File: src/rtl/btn_conditioner_pkg.sv
// Shared definitions for the push-button conditioner: channel FSM encoding and
// elaboration-time sizing helpers.
package btn_conditioner_pkg;

  typedef enum logic [1:0] {
    RELEASED     = 2'd0,
    PRESS_PEND   = 2'd1,
    PRESSED      = 2'd2,
    RELEASE_PEND = 2'd3
  } btn_state_t;

  // Bits needed to represent values 0..value-1; never less than one bit.
  function automatic int clog2(input int value);
    int r;
    r = 0;
    while ((1 << r) < value) r++;
    return (r < 1) ? 1 : r;
  endfunction

  function automatic int max2(input int a, input int b);
    return (a > b) ? a : b;
  endfunction

endpackage

File: src/rtl/btn_channel.sv
// One button channel: tick-sampled debounce FSM with press/release strobes and
// typematic repeat. All outputs are registered.
module btn_channel
  import btn_conditioner_pkg::*;
#(
  parameter int DB_TICKS  = 10,
  parameter int RPT_DELAY = 500,
  parameter int RPT_RATE  = 100
) (
  input  logic clk,
  input  logic rst,
  input  logic tick,
  input  logic sync,
  output logic level,
  output logic press,
  output logic rel,
  output logic step
);

  localparam int DW = clog2(DB_TICKS + 1);
  localparam int RW = clog2(max2(RPT_DELAY, RPT_RATE) + 1);
  localparam bit RPT_EN = (RPT_DELAY > 0);
  localparam logic [DW-1:0] DB_LAST    = DW'(DB_TICKS - 1);
  localparam logic [RW-1:0] DELAY_LAST = RW'(RPT_DELAY - 1);
  localparam logic [RW-1:0] RATE_LAST  = RW'(RPT_RATE - 1);

  btn_state_t state_q, state_d;
  logic [DW-1:0] dcnt_q, dcnt_d;
  logic [RW-1:0] rcnt_q, rcnt_d;
  logic rphase_q, rphase_d;  // 0: waiting out the initial delay, 1: periodic repeat
  logic rpt_hit;
  logic level_d, press_d, rel_d, step_d;

  always_ff @(posedge clk or posedge rst) begin
    if (rst) begin
      state_q  <= RELEASED;
      dcnt_q   <= '0;
      rcnt_q   <= '0;
      rphase_q <= 1'b0;
      level    <= 1'b0;
      press    <= 1'b0;
      rel      <= 1'b0;
      step     <= 1'b0;
    end else begin
      state_q  <= state_d;
      dcnt_q   <= dcnt_d;
      rcnt_q   <= rcnt_d;
      rphase_q <= rphase_d;
      level    <= level_d;
      press    <= press_d;
      rel      <= rel_d;
      step     <= step_d;
    end
  end

  // A level change always takes precedence over a coincident tick.
  always_comb begin
    state_d  = state_q;
    dcnt_d   = dcnt_q;
    rcnt_d   = rcnt_q;
    rphase_d = rphase_q;
    rpt_hit  = 1'b0;
    case (state_q)
      RELEASED: begin
        if (sync) begin
          state_d = PRESS_PEND;
          dcnt_d  = '0;
        end
      end
      PRESS_PEND: begin
        if (!sync) begin
          state_d = RELEASED;
        end else if (tick) begin
          if (dcnt_q == DB_LAST) begin
            state_d  = PRESSED;
            rcnt_d   = '0;
            rphase_d = 1'b0;
          end else begin
            dcnt_d = dcnt_q + DW'(1);
          end
        end
      end
      PRESSED: begin
        if (!sync) begin
          state_d = RELEASE_PEND;
          dcnt_d  = '0;
        end else if (tick && RPT_EN) begin
          if (rcnt_q == (rphase_q ? RATE_LAST : DELAY_LAST)) begin
            rpt_hit  = 1'b1;
            rcnt_d   = '0;
            rphase_d = 1'b1;
          end else begin
            rcnt_d = rcnt_q + RW'(1);
          end
        end
      end
      RELEASE_PEND: begin
        if (sync) begin
          state_d = PRESSED;
        end else if (tick) begin
          if (dcnt_q == DB_LAST) begin
            state_d = RELEASED;
          end else begin
            dcnt_d = dcnt_q + DW'(1);
          end
        end
      end
      default: state_d = RELEASED;
    endcase
  end

  always_comb begin
    level_d = (state_d == PRESSED) || (state_d == RELEASE_PEND);
    press_d = (state_q == PRESS_PEND) && (state_d == PRESSED);
    rel_d   = (state_q == RELEASE_PEND) && (state_d == RELEASED);
    step_d  = press_d || rpt_hit;
  end

endmodule

File: src/rtl/btn_conditioner.sv
// Push-button conditioner: 2-FF synchronizer and shared sample-tick prescaler
// feeding one independent debounce/repeat channel per button.
module btn_conditioner
  import btn_conditioner_pkg::*;
#(
  parameter int N_BTN     = 5,
  parameter int TICK_DIV  = 100000,
  parameter int DB_TICKS  = 10,
  parameter int RPT_DELAY = 500,
  parameter int RPT_RATE  = 100
) (
  input  logic             clk,
  input  logic             rst,
  input  logic [N_BTN-1:0] btn_raw,
  output logic [N_BTN-1:0] btn_level,
  output logic [N_BTN-1:0] btn_press,
  output logic [N_BTN-1:0] btn_release,
  output logic [N_BTN-1:0] btn_step
);

  localparam int PW = clog2(TICK_DIV);
  localparam logic [PW-1:0] PRE_LAST = PW'(TICK_DIV - 1);

  logic [N_BTN-1:0] meta;
  logic [N_BTN-1:0] sync;
  logic [PW-1:0]    pre_cnt;
  logic             tick;

  always_ff @(posedge clk or posedge rst) begin
    if (rst) begin
      meta <= '0;
      sync <= '0;
    end else begin
      meta <= btn_raw;
      sync <= meta;
    end
  end

  always_ff @(posedge clk or posedge rst) begin
    if (rst) begin
      pre_cnt <= '0;
    end else if (pre_cnt == PRE_LAST) begin
      pre_cnt <= '0;
    end else begin
      pre_cnt <= pre_cnt + PW'(1);
    end
  end

  assign tick = (pre_cnt == PRE_LAST);

  for (genvar i = 0; i < N_BTN; i++) begin : g_ch
    btn_channel #(
      .DB_TICKS (DB_TICKS),
      .RPT_DELAY(RPT_DELAY),
      .RPT_RATE (RPT_RATE)
    ) u_ch (
      .clk  (clk),
      .rst  (rst),
      .tick (tick),
      .sync (sync[i]),
      .level(btn_level[i]),
      .press(btn_press[i]),
      .rel  (btn_release[i]),
      .step (btn_step[i])
    );
  end

endmodule
File: config.mk
export PLATFORM = sky130hd
export DESIGN_NAME = btn_conditioner
export DESIGN_NICKNAME = d
export VERILOG_FILES = /design/src/rtl/btn_conditioner_pkg.sv /design/src/rtl/btn_channel.sv /design/src/rtl/btn_conditioner.sv
export SDC_FILE = /design/constraint.sdc
export NUM_CORES = 1
export LEC_CHECK = 0
export CAP_MARGIN = 25
export CORE_ASPECT_RATIO = 0.5
export CORE_MARGIN = 8
export CORE_UTILIZATION = 60
export CTS_BUF_LIST = sky130_fd_sc_hd__clkbuf_4 sky130_fd_sc_hd__clkbuf_8
export DETAILED_ROUTE_END_ITERATION = 10
export GPL_TIMING_DRIVEN = 0
export PLACE_DENSITY = 0.79
export SLEW_MARGIN = 30
export SYNTH_ARGS = -nofsm -noshare
export SYNTH_HDL_FRONTEND = slang
export SYNTH_SLANG_ARGS = --single-unit
File: constraint.sdc
create_clock -name clk -period 6.21 [get_ports clk]
set_clock_uncertainty 0.1 [all_clocks]
set_input_delay 1.242 -clock clk [delete_from_list [all_inputs] [get_ports clk]]
set_output_delay 1.242 -clock clk [all_outputs]
set_load 0.05 [all_outputs]
## After elaboration in Yosys (flattened, before gate mapping)

Index checks and enable logic that the tools add are counted.

- Output and inout port bits: 20
- Register bits: 127

- Equality and inequality tests: 81
- Reduce and logical (&&, ||, !) cells: 50
- $add $sub $neg: 11
- Multiplexer cells: 176

Operators with widths:

| kind | number |
|---|---|
| 9-bit 2-to-1 mux | 35 |
| 4-bit 2-to-1 mux | 30 |
| 9-bit one-hot mux with 2 select lines | 5 |
| 2-bit 2-to-1 mux | 40 |
| 4-bit one-hot mux with 4 select lines | 5 |
| 2-bit inequality test, second input constant | 33 |
| 1-bit 2-to-1 mux | 50 |
| 9-bit by 1-bit adder with 9-bit output, second input constant | 5 |
| 9-bit equality test | 5 |
| 2-bit equality test, second input constant | 20 |
| 2-bit one-hot mux with 4 select lines | 5 |
| 7-bit AND reduction | 5 |
| 6-bit AND reduction | 5 |
| 2-bit by 1-bit inequality test with 1-bit output, second input constant | 12 |
| 4-bit by 1-bit adder with 4-bit output, second input constant | 5 |
| 4-bit equality test, second input constant | 5 |
| 2-bit logical NOT | 10 |
| 4-bit AND reduction | 5 |
| 17-bit by 1-bit adder with 17-bit output, second input constant | 1 |
| 17-bit equality test, second input constant | 1 |
| 17-bit 2-to-1 mux | 1 |
| 2-bit by 1-bit equality test with 1-bit output, second input constant | 5 |
| 1-bit logical AND | 10 |
| 1-bit logical OR | 10 |
| other kinds (2) | 10 |

## Depth between registers and ports, before layout

- Depth after elaboration: 8
- Mapped depth: 8
- Depth with buffers taken out: 7

## Modules after synthesis

From an unflattened synthesis, not the netlist that was laid out.

- Cells, all modules: 597
- Area total of the unflattened synthesis: 6237.2 um2

By module, submodules not included:

| module | cells an instance | times used | area an instance (um2) |
|---|---|---|---|
| btn_channel at g_ch[1].u_ch ... | 103 | 3 | 1033.5 |
| btn_conditioner | 85 | 1 | 1076.0 |
| btn_channel at g_ch[0].u_ch | 102 | 1 | 1032.2 |
| btn_channel at g_ch[4].u_ch | 101 | 1 | 1028.5 |

## Worst setup path after synthesis

OpenSTA, ideal clock, no wires.

- Path type: flip-flop to flip-flop
- Start: register pre_cnt[5]
- End: register g_ch[0].u_ch.rcnt_q[6]
- Slack: 3.898 ns
- Cell stages (with the launch flop): 6
- Period minus slack after synthesis: 2.312 ns
- Arrival: 2.143 ns
- Buffers on the path: 0
- Path through: dfrtp_1 > or4b_4 > nor4_4 > nand3_2 > or4_1 > nand3_1

- Cells in the longest elaborated chain, start to end: 3
- Elaborated cells on any way between the ends: 4
- Those cells by class: eq/ne: 3; reduce/logical: 1

Ends and longest elaborated chain:

| item | line | RTL |
|---|---|---|
| start, declared | btn_conditioner.sv:26 | `logic [PW-1:0] pre_cnt;` |
| start signal, assigned | btn_conditioner.sv:45 | `pre_cnt <= pre_cnt + PW'(1);` |
| 17-bit equality test (*) | btn_conditioner.sv:49 | `assign tick = (pre_cnt == PRE_LAST);` |
| 2-bit by 1-bit inequality test with 1-bit output (no source line) | n/a |  |
| 6-bit AND reduction (no source line) (*) | n/a |  |
| end signal, assigned | btn_channel.sv:47 | `rcnt_q <= rcnt_d;` |
| end, declared | btn_channel.sv:29 | `logic [RW-1:0] rcnt_q, rcnt_d;` |

Mark *: on every way between the ends. The rest lies on a longest branch, timed or not.
A chain may end at the register's enable or synchronous reset.

## Final worst setup path

- Start: register g_ch[1].u_ch.level
- End: output port btn_level[1]

RTL lines:

| item | line | RTL |
|---|---|---|
| start, declared | btn_channel.sv:14 | `output logic level,` |
| start signal, assigned | btn_channel.sv:49 | `level <= level_d;` |
| end, declared | btn_conditioner.sv:15 | `output logic [N_BTN-1:0] btn_level,` |

No word-level cell between the ends.

==> metrics.md <==
| Metric | Value |
|---|---|
| Leakage | `0.00320 µW` |
| Vias in the first global route | `4887` |
| Synthesized netlist cell count | `654` |
| Number of enable flip-flop cells after synthesis | `0` |
| Largest net degree at the start of global routing | `96` |
| Uppermost routed layer | `met4` |
| Relative max-transition margin | `51.6%` |
| Total chip power | `1660 µW` |
| Root buf cell | `clkbuf_8` |
| Syn Std Cell Area | `6430 µm²` |
| Synth warn | `0` |
| Dominant synthesized flop cell | `dfrtp_1` |
| # port buffers | `26` |
| Placed Area | `6900 µm²` |
| CP required | `4.87 ns` |
| Finish-stage setup viols | `0` |
| CTS resizes | `0` |
| Commonest non-fill, non-tap cell in the layout | `dfrtp_1` |
| Num CTS Buffers | `17` |
| Met2 WL | `6.06 mm` |
| Core area | `10300 µm²` |
| Height of the chip | `89.2 µm` |
| Clk buf depth | `2` |
| Hold Buf Count CTS | `0` |
| CP startpoint kind | `register` |
| Grt ovf | `0` |
| # H-tree levels | `4` |
| DR WL met3 | `784 µm` |
| DRC | `0` |
| Drt pass-1 iters | `5` |
| Crit Path Max Fanout | `1` |
| Register area share after synthesis | `49.4%` |
| Fillers | `750` |
| Critical Path AT | `1.68 ns` |
| Crit path time final | `3.02 ns` |
| Design Area, Final | `7340 µm²` |
| Final GP Congestion | `0.891` |
| Antenna cells | `0` |
| Clk slew on worst S/H paths | `0.07 ns` |
| Peak supply drop | `0.109 mV` |
| Vias/cell | `6.01` |
| # placed instances | `821` |
| Wl on met1 | `6.16 mm` |
| CP max stage delay | `0.79 ns` |
| Final Max Tran Viols | `0` |
| Layout cells sized above 1 | `11.9%` |
| Worst-margin pin slew | `0.720 ns` |
| Peak Freq | `331 MHz` |
| Setup_tns | `0 ns` |
| Hold crit path type | `register to register` |
| Post-DP HPWL | `8.99 mm` |
| Synth top area share | `49.4%` |
| Total setup buffers inserted after CTS | `0` |
| Post-DR wirelength/cell | `15.6 µm` |
| Detail Route Antenna Nets | `0` |
| Nets | `723` |
| Crit path max-delay cell type | `clkdlybuf4s50_1` |
| Non-Filler Instances | `853` |
| Synth unique cells | `56` |
| CTS tree | `done` |
| Synth Net Count | `677` |
| Crit-path cells | `buf_4, clkdlybuf4s50_1` |
| Clock tree sinks | `127` |
| Worst reg-to-reg path cell count | `7` |
| Clk Latency, worst-skew pair | `0.44 ns` |
| RSZ-0062 raised after global routing | `false` |
| CP endpoint kind | `output pin` |
| Async S/R FF share, synth | `100%` |
| Io pins | `27` |
| PD cells | `226 nW/µm²` |
| Most frequent cells in the layout | `127 x dfrtp_1, 73 x o21ai_0, 60 x nand2_1` |
| Final critical-path share of the clock period | `48.7%` |
| Initial core utilization | `62.3%` |
| Tot GR Track Use | `19.5%` |
| WS Path Type | `register to output pin` |
| Status | `finished clean` |
| Via count | `5129` |
| Hold path depth | `0` |
| Syn avg cell area | `9.83 µm²` |
| Total die area | `14500 µm²` |
| Final WL | `13.3 mm` |
| Area leader, netlist | `dfrtp_1` |
| Post-synthesis to final-layout area growth | `14.2%` |
| Top cells by area, synth | `dfrtp_1 49%, o21ai_0 5.7%, nand2_1 3.5%, nand3_1 3.2%, ha_1 3.1%` |
| Iter 0 DRT Violations | `242` |
| Number of synthesized register bits | `127` |
| First-pass GRT wire length | `22.6 mm` |
| Initial antenna violation count | `0` |
| Die width | `162 µm` |
| Row count | `26` |
| Fin. Hold Viols | `0` |
| Max-cap viol count | `0` |
-- sequential cells by signal (all words and copies together) (netlist names) --
register            flops
g_ch.u_ch.dcnt_q       20
pre_cnt                17
g_ch.u_ch.step          5
g_ch.u_ch.state_q      10
g_ch.u_ch.rphase_q      5
g_ch.u_ch.press         5
sync                    5
meta                    5
g_ch.u_ch.rel           5
g_ch.u_ch.level         5
g_ch.u_ch.rcnt_q       45
-- power by group --
group / switching [µW] / internal [µW] / leakage (µW)
Combinational: 27.7 / 10.6 / 0.00124
Sequential: 3.56 / 832 / 0.00173
Clock: 311 / 473 / 0.000231
-- cell families (layout without fill, tap and decap cells) --
group	after synthesis	in the layout	synth area share (%)
multiplexers	13	13	2.24
AO/OA/AOI/OAI	136	136	13.4
XOR/XNOR	20	20	2.72
adder cells (fa/ha/maj)	16	16	3.11
buffers and inverters	59	118	4.67
flip-flops	127	127	49.4
AND/OR/NAND/NOR	283	283	24.4
-- layer usage --
metal  up-vias  track usage, %
met5         -               0
met4         0            8.92
met3        33            4.60
met2       137            31.7
met1      2487            24.7
li1       2472               -
-- per-stage QoR --
step	util [%]	hold WS, ns	worst slack [ns]
2_1_floorplan	-	0.231	1.48
3_3_place_gp	66.6	0.234	-0.291
3_5_place_dp	66.9	0.238	3.40
4_1_cts	71.2	0.254	3.14
5_1_grt	71.2	0.257	3.13
6_report	71.2	0.252	3.19
-- synthesized netlist by cell type (3+ instances only) --
cell type and instances:
dfrtp_1 127, o21ai_0 73, nand2_1 60, nor2_1 46, nand3_1 41, nand4_1 24
buf_4 20, inv_1 20, ha_1 16, nor3_1 16, and3_1 15, clkbuf_1 14
a21oi_1 12, a22o_1 12, mux2_2 11, o31ai_1 11, xnor2_1 11, nand2b_1 10
nor3b_1 9, xor2_1 9, nand4b_1 8, or2_2 8, and2_1 6, nor4_1 6
nor4b_1 6, o211ai_1 5, or4b_1 4, a21boi_0 3, a31oi_1 3, and4_1 3
buf_2 3, o41ai_1 3, or3_1 3, or4_1 3
-- critical path, delay by kind of cell (launching register included) --
kind | cells | cell delay, ns
buffers and inverters | 2 | 0.89
flip-flops | 1 | 0.35
-- worst paths after layout --
check,start,slack [ns],end
min reg2reg,meta[1],0.25,sync[1]
max,g_ch[1].u_ch.level,3.19,btn_level[1]
min,meta[1],0.25,sync[1]
max in group asynchronous,rst,4.22,g_ch[2].u_ch.dcnt_q[3]
min in group asynchronous,rst,1.05,g_ch[3].u_ch.rcnt_q[4]
max reg2reg,pre_cnt[13],3.30,g_ch[0].u_ch.dcnt_q[2]
-- area by class of cell --
class | instances | area [µm²] | area share [%]
timing repair buffer | 27 | 288 | 3.92
clock buffer | 27 | 340 | 4.64
clock inverter | 5 | 100 | 1.36
sequential | 127 | 3180 | 43.3
tap | 140 | 175 | 2.39
buffer | 39 | 225 | 3.07
multi-input combinational | 468 | 2950 | 40.2
inverter | 20 | 82.6 | 1.13
Note: power is estimated with default switching activity, not from simulation.
